==> src/rtl/booth_mult_sequencer_pkg.sv <==
// Shared multdiv definitions: FSM states, radix-4 Booth digit encodings and
// the default datapath width.
package booth_mult_sequencer_pkg;

  localparam int WIDTH_DEF = 32;

  typedef enum logic [1:0] {
    IDLE = 2'd0,
    RUN  = 2'd1,
    DONE = 2'd2
  } state_e;

  typedef enum logic [2:0] {
    BOOTH_ZERO = 3'd0,  // add 0
    BOOTH_PM   = 3'd1,  // add +M
    BOOTH_P2M  = 3'd2,  // add +2M
    BOOTH_M2M  = 3'd3,  // add -2M
    BOOTH_MM   = 3'd4   // add -M
  } booth_op_e;

  // Map a multiplier triplet {q[i+1], q[i], q[i-1]} to its Booth digit.
  function automatic booth_op_e booth_decode(input logic [2:0] bits);
    booth_op_e op;
    case (bits)
      3'b000, 3'b111: op = BOOTH_ZERO;
      3'b001, 3'b010: op = BOOTH_PM;
      3'b011:         op = BOOTH_P2M;
      3'b100:         op = BOOTH_M2M;
      default:        op = BOOTH_MM;
    endcase
    return op;
  endfunction

endpackage

==> src/rtl/booth_mult_sequencer_pp_step.sv <==
// Combinational partial-product generator for one radix-4 Booth digit.
// Produces the shifted, sign-extended partial product; negative digits are
// returned as the one's complement with carry_in=1 so the accumulator adder
// completes the two's complement negation.
module booth_pp_step
  import booth_mult_sequencer_pkg::*;
#(
  parameter int WIDTH = WIDTH_DEF,
  parameter int SHW   = $clog2(2 * WIDTH)
) (
  input  booth_op_e              booth_op,
  input  logic [WIDTH-1:0]       m,
  input  logic [SHW-1:0]         shamt,
  output logic [2*WIDTH-1:0]     pp,
  output logic                   carry_in
);

  logic signed [2*WIDTH-1:0] m_ext;
  logic signed [2*WIDTH-1:0] mag;
  logic signed [2*WIDTH-1:0] shifted;
  logic                      neg;

  // Select |digit|*M at full 2*WIDTH precision, position it, then invert for negative digits.
  always_comb begin
    m_ext = {{WIDTH{m[WIDTH-1]}}, m};
    mag   = '0;
    neg   = 1'b0;
    case (booth_op)
      BOOTH_PM:  mag = m_ext;
      BOOTH_P2M: mag = m_ext <<< 1;
      BOOTH_M2M: begin
        mag = m_ext <<< 1;
        neg = 1'b1;
      end
      BOOTH_MM: begin
        mag = m_ext;
        neg = 1'b1;
      end
      default: mag = '0;
    endcase
    shifted  = mag <<< shamt;
    pp       = neg ? ~shifted : shifted;
    carry_in = neg;
  end

endmodule

==> src/rtl/booth_mult_sequencer.sv <==
// Multi-cycle signed radix-4 Booth multiplier sequencer. Accepts an operand
// pair in IDLE, retires one Booth digit per cycle in RUN and publishes the
// low product word plus a signed-overflow flag with a one-cycle ready pulse.
module booth_mult_sequencer
  import booth_mult_sequencer_pkg::*;
#(
  parameter int WIDTH = WIDTH_DEF
) (
  input  logic             clock,
  input  logic             reset_n,
  input  logic             ctrl_mult,
  input  logic [WIDTH-1:0] data_operandA,
  input  logic [WIDTH-1:0] data_operandB,
  output logic [WIDTH-1:0] data_result,
  output logic             data_resultRDY,
  output logic             data_exception,
  output logic             busy
);

  localparam int STEPS = WIDTH / 2;
  localparam int CNT_W = (STEPS > 1) ? $clog2(STEPS) : 1;
  localparam int SHW   = $clog2(2 * WIDTH);
  localparam logic [CNT_W-1:0] LAST_CNT = CNT_W'(STEPS - 1);

  state_e                   state_q,  state_d;
  logic [CNT_W-1:0]         cnt_q,    cnt_d;
  logic [2*WIDTH-1:0]       acc_q,    acc_d;
  logic [WIDTH-1:0]         m_q,      m_d;
  logic signed [WIDTH:0]    q_q,      q_d;
  logic [WIDTH-1:0]         result_q, result_d;
  logic                     exc_q,    exc_d;
  logic                     rdy_q,    rdy_d;

  booth_op_e                booth_op;
  logic [SHW-1:0]           shamt;
  logic [2*WIDTH-1:0]       pp;
  logic                     carry_in;

  // Product overflows WIDTH bits unless bits [2W-1:W-1] are a pure sign extension.
  function automatic logic signed_ovf(input logic [2*WIDTH-1:0] acc);
    logic [WIDTH:0] upper;
    upper = acc[2*WIDTH-1:WIDTH-1];
    return !((&upper) || (~|upper));
  endfunction

  assign booth_op = booth_decode(q_q[2:0]);
  assign shamt    = SHW'({cnt_q, 1'b0});

  booth_pp_step #(
    .WIDTH (WIDTH),
    .SHW   (SHW)
  ) u_pp_step (
    .booth_op (booth_op),
    .m        (m_q),
    .shamt    (shamt),
    .pp       (pp),
    .carry_in (carry_in)
  );

  // Next-state and datapath update; everything holds unless the state acts on it.
  always_comb begin
    state_d  = state_q;
    cnt_d    = cnt_q;
    acc_d    = acc_q;
    m_d      = m_q;
    q_d      = q_q;
    result_d = result_q;
    exc_d    = exc_q;
    rdy_d    = 1'b0;
    case (state_q)
      IDLE: begin
        if (ctrl_mult) begin
          m_d     = data_operandA;
          q_d     = {data_operandB, 1'b0};
          acc_d   = '0;
          cnt_d   = '0;
          state_d = RUN;
        end
      end
      RUN: begin
        acc_d = acc_q + pp + (2*WIDTH)'(carry_in);
        q_d   = q_q >>> 2;
        // Hold the counter on the final digit so it never wraps.
        if (cnt_q == LAST_CNT) begin
          state_d = DONE;
        end else begin
          cnt_d = cnt_q + CNT_W'(1);
        end
      end
      DONE: begin
        result_d = acc_q[WIDTH-1:0];
        exc_d    = signed_ovf(acc_q);
        rdy_d    = 1'b1;
        state_d  = IDLE;
      end
      default: state_d = IDLE;
    endcase
  end

  // State, datapath and output registers; reset aborts any multiply in flight.
  always_ff @(posedge clock or negedge reset_n) begin
    if (!reset_n) begin
      state_q  <= IDLE;
      cnt_q    <= '0;
      acc_q    <= '0;
      m_q      <= '0;
      q_q      <= '0;
      result_q <= '0;
      exc_q    <= 1'b0;
      rdy_q    <= 1'b0;
    end else begin
      state_q  <= state_d;
      cnt_q    <= cnt_d;
      acc_q    <= acc_d;
      m_q      <= m_d;
      q_q      <= q_d;
      result_q <= result_d;
      exc_q    <= exc_d;
      rdy_q    <= rdy_d;
    end
  end

  assign data_result    = result_q;
  assign data_exception = exc_q;
  assign data_resultRDY = rdy_q;
  assign busy           = (state_q == RUN);

endmodule

==> config.mk <==
export PLATFORM = sky130hd
export DESIGN_NAME = booth_mult_sequencer
export DESIGN_NICKNAME = d
export VERILOG_FILES = /design/src/rtl/booth_mult_sequencer_pkg.sv /design/src/rtl/booth_mult_sequencer_pp_step.sv /design/src/rtl/booth_mult_sequencer.sv
export SDC_FILE = /design/constraint.sdc
export NUM_CORES = 1
export LEC_CHECK = 0
export ABC_CLOCK_PERIOD_IN_PS = 7700
export CAP_MARGIN = 20
export CORE_MARGIN = 2
export CORE_UTILIZATION = 35
export CTS_CLUSTER_DIAMETER = 40
export DETAILED_ROUTE_END_ITERATION = 10
export PLACE_DENSITY = 0.49
export REMOVE_ABC_BUFFERS = 1
export SLEW_MARGIN = 20
export SYNTH_ARGS = -nofsm -noshare
export SYNTH_HDL_FRONTEND = slang
export SYNTH_SLANG_ARGS = --single-unit
==> constraint.sdc <==
create_clock -name clock -period 7.7 [get_ports clock]
set_input_delay 1.54 -clock clock [delete_from_list [all_inputs] [get_ports clock]]
set_output_delay 1.54 -clock clock [all_outputs]
set_load 0.05 [all_outputs]
After elaboration in Yosys (flattened, before gate mapping)
Index checks and enable logic that the tools add are counted.
- logic and storage cells: 63
- bits in latches: 0
- memory bits (writable): 0
- memories kept: 0
- ROM bits: 0
- bits in registers: 169
- bitwise logic cells: 2
- add/subtract/negate cells: 3
- multipliers: 0
- shift-type cells: 1
- $lt $le $gt $ge: 0
- equality and inequality tests: 15
- div/mod/pow operators: 0
- multiplexer cells: 15
- reductions and logical operators: 18
- operator list (operator ; count):
    64-bit case mux with 2 select lines ; 2
    64-bit two-way mux ; 2
    33-bit case mux with 2 select lines ; 1
    64-bit by 1-bit adder with 64-bit output ; 1
    64-bit adder ; 1
    64-bit inverter ; 1
    64-bit by 5-bit <<< shifter with 64-bit output ; 1
    33-bit two-way mux ; 1
    33-bit AND reduction ; 1
    33-bit OR reduction ; 1
    3-bit by 2-bit equality test with 1-bit output (second input constant) ; 4
    3-bit case mux with 4 select lines ; 1
    2-bit OR reduction ; 5
    3-bit equality test (second input constant) ; 3
    4-bit two-way mux ; 2
    4-bit case mux with 2 select lines ; 1
    3-bit by 1-bit equality test with 1-bit output (second input constant) ; 2
    2-bit AND reduction ; 3
    3-bit AND reduction ; 2
    4-bit by 1-bit adder with 4-bit output (second input constant) ; 1
    4-bit equality test (second input constant) ; 1
    2-bit two-way mux ; 2
    2-bit != test (second input constant) ; 2
    2-bit case mux with 2 select lines ; 1
    other kinds (10) ; 12

Logic depth before layout (Yosys ltp)
- word-level depth: 12
- mapped depth: 24
- mapped depth without buffers: 23

Cells and area by module
From an unflattened synthesis, not the netlist that was laid out.
- cell total of the unflattened synthesis: 1837
- area total of the unflattened synthesis: 15164.5 µm²
- modules (own cells, without submodules) (module ; area an instance (µm²) ; cells an instance ; times used):
    booth_mult_sequencer ; 10472.5 ; 1162 ; 1
    booth_pp_step ; 4692.0 ; 675 ; 1

Worst setup path before layout
Ideal clock, no wire load.
- kind: register to register
- start point: register q_q[0]
- end point: register acc_q[59]
- buffers on the path: 2
- clock period less this slack: 5052 ps
- cell stages (with the launch flop): 23
- library setup time: 122 ps
- slack: 2648 ps
- required time: 7578 ps
- arrival: 4930 ps
- path through: dfrtp_1 nand2b_1 o22ai_1 clkbuf_1 a22oi_1 mux2_2 mux2i_1 mux2i_1 mux2i_1 xor2_1 ha_1 buf_6 nand4_4 or4_1 or4_4 a2111oi_4 nor3_1 o21a_1 o21ai_2 a31o_1 a21oi_1 xnor2_1 a22o_1
- longest elaborated chain between the ends: 12
- elaborated cells between the ends (all ways): 24
- those cells by class: add/sub: 2; eq/ne: 9; shift: 1; mux: 5; bitwise: 1; reduce/logical: 6
- RTL lines (what ; line ; source):
    start, declared ; booth_mult_sequencer.sv:29 ; logic signed [WIDTH:0] q_q, q_d;
    start signal, assigned ; booth_mult_sequencer.sv:116 ; q_q <= q_d;
    3-bit by 1-bit equality test with 1-bit output, or another cell as far along ; booth_mult_sequencer_pkg.sv:24 ; case (bits)
    2-bit OR reduction ; booth_mult_sequencer_pkg.sv:24 ;
    3-bit case mux with 4 select lines * ; booth_mult_sequencer_pkg.sv:24 ;
    3-bit by 1-bit equality test with 1-bit output, or another cell as far along ; booth_mult_sequencer_pp_step.sv:28 ; case (booth_op)
    2-bit OR reduction (no source line) ; n/a ;
    64-bit case mux with 2 select lines ; booth_mult_sequencer_pp_step.sv:28 ;
    64-bit by 5-bit <<< shifter with 64-bit output ; booth_mult_sequencer_pp_step.sv:41 ; shifted = mag <<< shamt;
    64-bit inverter ; booth_mult_sequencer_pp_step.sv:42 ; pp = neg ? ~shifted : shifted;
    64-bit two-way mux ; booth_mult_sequencer_pp_step.sv:42 ;
    64-bit adder ; booth_mult_sequencer.sv:81 ; acc_d = acc_q + pp + (2*WIDTH)'(carry_in);
    64-bit by 1-bit adder with 64-bit output * ; booth_mult_sequencer.sv:81 ;
    64-bit case mux with 2 select lines * ; booth_mult_sequencer.sv:70 ; case (state_q)
    end signal, assigned ; booth_mult_sequencer.sv:105 ; acc_q <= '0;
    end signal, assigned ; booth_mult_sequencer.sv:114 ; acc_q <= acc_d;
    end, declared ; booth_mult_sequencer.sv:27 ; logic [2*WIDTH-1:0] acc_q, acc_d;
Every way passes the cells marked *; elsewhere a longest branch is shown, timed or not.
A chain may end at the register's enable or synchronous reset.

Worst setup path in the final report
- start point: register q_q[0]
- end point: register acc_q[61]
Same word-level chain as after synthesis.

==> impl_results.md <==
* Startpoint Class: flip-flop
* Antenna violations before repair at 0
* Postcts setup bufs at 0
* Slowest stage delay, CP at between 700 and 800 ps
* Post-synthesis instance total at 1446
* Post-detail-place hpwl at 28.5 mm
* Worst Path Class, Setup: reg -> reg
* Final setup violation count at 0
* 1st-iter DRT viols at 694
* CP required at roughly 8000 ps
* Sequential cell area fraction in the yosys report at 0.327
* Top Family by Delay on Critical Path: compound AO/OA/AOI/OAI gates
* Minimum clock period after layout at 6410 ps
* Pre-antenna DRT Iters at 5
* Most common cell type on the critical path: mux2i_1
* Width of the die at 196 um
* Layout net count at 1636
* Max-slew violation count at 0
* Clock net sink count at approximately 170
* WP buf/inv at 1
* Routed Antenna Nets at 0
* Via count of the first global-routing pass at 10.9k
* Cell-by-cell trace of the critical path: nand2b_1, o22ai_2, buf_4, a22oi_1, mux2_2, mux2i_1, mux2i_1, mux2i_1, xor2_1, ha_1, nand4_4, nor2_1, nand4_1, o22ai_1, or4b_1, a22oi_1, a21oi_1, a2111oi_0, a31oi_1, xnor2_1, o21ai_1
* Final weighted congestion of routability-driven global placement at 0.894
* Clk pin slew, worst setup/hold paths at 70 ps
* Final hold violation count at 0
* Sum of overflow across all layers after global routing at 0
* Average wire per cell in the routed design at between 15 and 20 um
* Leading cell type in the layout, fill and taps excluded: dfrtp_1
* Routed vias at 10.7k
* Fill cells at between 3k and 4k
* Endpoint kind of the worst setup timing path: flip-flop
* Normalized max-slew margin at 0.295
* WP data arrival at 6720 ps
* Clock insertion delay at the later pin of the skew report at 450 ps
* Hold-fix buffers, CTS at 0
* Number of synthesized flops with an enable pin at 0
* Leading cell types in the layout, fill and taps excluded: dfrtp_1 (166), nand2_1 (154), a21oi_1 (103), clkdlybuf4s50_1 (100), mux2i_1 (97)
* Maximum fanout along the worst path at 24
* Synthesis-to-layout area growth at 16.2%
* Unrepaired setup endpoints after global routing: false
* Count of inserted antenna diode cells at 0
* Share of layout cells above drive strength 1 at 0.0991
* CTS tree: yes
* I/O pin total at 102
* Largest buffer count on any clock path at 2
* Site Rows at 70
* Final worst setup slack at 1290 ps
* Largest net degree at the start of global routing at 75
* Syn Std Cell Area at 12900 um^2
* GR Util All Layers at 0.198
* Clock tree root buffer cell: clkbuf_16
* Total wire length at 36.9 mm
* Synth Register Bits at 169
* Slew at the pin closest to its max-slew limit at between 1000 and 1500 ps
* Avg Inst Size Synth at 8.94 um^2
* Outcome: complete, no violations
* Max Clock Freq at ~160 MHz
* DP Worst Slack at approximately 1300 ps
* Clock buffer count from CTS at 17
* Wire length of the first global-routing pass at 60.1 mm
* Leading register cell type out of synthesis: dfrtp_1
* Final worst clock skew at 15.8 ps
* Count of distinct cell types in the synthesized netlist at 66
* Initial core utilization at 0.354
* Floorplan die height at 196 um
* Max-cap violations at 0
* Async set-or-reset flop fraction in the synthesized netlist at 1.00
* Number of design rule violations left after detail routing at 0
* Hold/Removal Path Class: reg -> reg
* H-tree levels at 4
* Master of the slowest instance on the critical path: o22ai_2
* Number of warning messages in the yosys log at 0
* Count of buffers inserted at the top-level ports at 101
* Detailed-route vias per instance at 5.42
* Standard cell core area at 36500 um^2
* Number of instances resized during post-cts repair at 0
* Final period util at 0.833
* Die area at 38500 um^2
* Worst-case register-to-register setup slack at ~1300 ps
==> layer usage <==
metal / GRT usage / wire length, um
met4: 0.0595 / 793
met2: 0.341 / 17700
met3: 0.0339 / 1250
met5: 0 / 0
met1: 0.253 / 17100
==> cell type report <==
class | instances | area [um^2] | area share
Clock buffer | 18 | 439 | 0.0293
Sequential cell | 169 | 4230 | 0.282
Inverter | 31 | 116 | 0.00775
Clock inverter | 14 | 208 | 0.0138
Timing Repair Buffer | 117 | 1150 | 0.0768
Tap cell | 468 | 586 | 0.0390
Multi-Input combinational cell | 1154 | 8280 | 0.551
==> registers in the layout, summed over array words and instances, names as in the netlist <==
register        count
acc_q              64
cnt_q               4
data_exception      1
data_result        32
data_resultRDY      1
m_q                32
q_q                33
state_q             2
==> synthesized netlist by cell type (3+ instances only) <==
master	number	area (um^2)
and4_1	6	52.6
o22ai_1	13	81.3
mux2_2	84	946
o21bai_1	13	97.6
nor3_1	9	45.0
a21oi_1	103	515
mux2_1	3	33.8
or4_1	4	30.0
nand2_1	154	578
a22oi_1	21	158
xor2_1	82	718
a221oi_1	5	43.8
and2_1	8	50.1
o21a_1	7	52.6
nand3_1	19	95.1
nand2b_1	4	25.0
buf_1	19	71.3
a211oi_1	3	22.5
dfrtp_1	169	4230
and3_1	11	68.8
nor2b_1	9	56.3
o21ai_0	85	425
a21boi_1	5	37.5
a21o_1	42	315
a31oi_1	14	87.6
nor4_1	13	81.3
a22o_1	16	140
nor2_1	71	267
mux2i_1	97	971
o31ai_1	4	30.0
xnor2_1	42	368
clkbuf_1	71	267
a221o_1	3	30.0
or3_1	4	25.0
inv_1	30	113
nand4_1	25	156
ha_1	78	976
o21ai_1	66	330
==> logic make-up (layout without fill, tap and decap cells) <==
group,count (synthesis),count (layout),share of synthesized area
buf+inv,123,180,0.0366
mux,184,184,0.151
simple gates,346,346,0.125
compound gates,421,421,0.199
flops,169,169,0.327
fa+ha+maj,79,79,0.0771
xor+xnor,124,124,0.0841
==> worst paths after layout <==
kind	from	end	depth (start not counted)
min in group asynchronous	reset_n	data_resultRDY	1
worst min register to register	q_q[7]	q_q[7]	2
worst min-delay path	q_q[7]	q_q[7]	2
max in group asynchronous	reset_n	cnt_q[3]	2
worst max-delay path	q_q[0]	acc_q[61]	21
worst max register to register	q_q[0]	acc_q[61]	21
==> tightest hold or removal path: stages, from the launching register on <==
cell and delay (ps):
dfrtp_1 340, nand2_1 50, o21ai_0 60
==> per-stage QoR <==
stage,cells,TNS [ps],cell area [um^2],util,hold slack [ps]
finish,1971,0,15000,0.411,480
global route,1971,0,15000,0.411,507
CTS,1970,0,15000,0.410,486
detailed placement,1938,0,14300,0.392,470
global placement,1938,0,14300,0.392,462
floorplan,1354,-407,12600,-,450
Power is left out: the tool's default activity adds up to more than one toggle a clock period on the data nets, which glitch-free logic cannot reach.
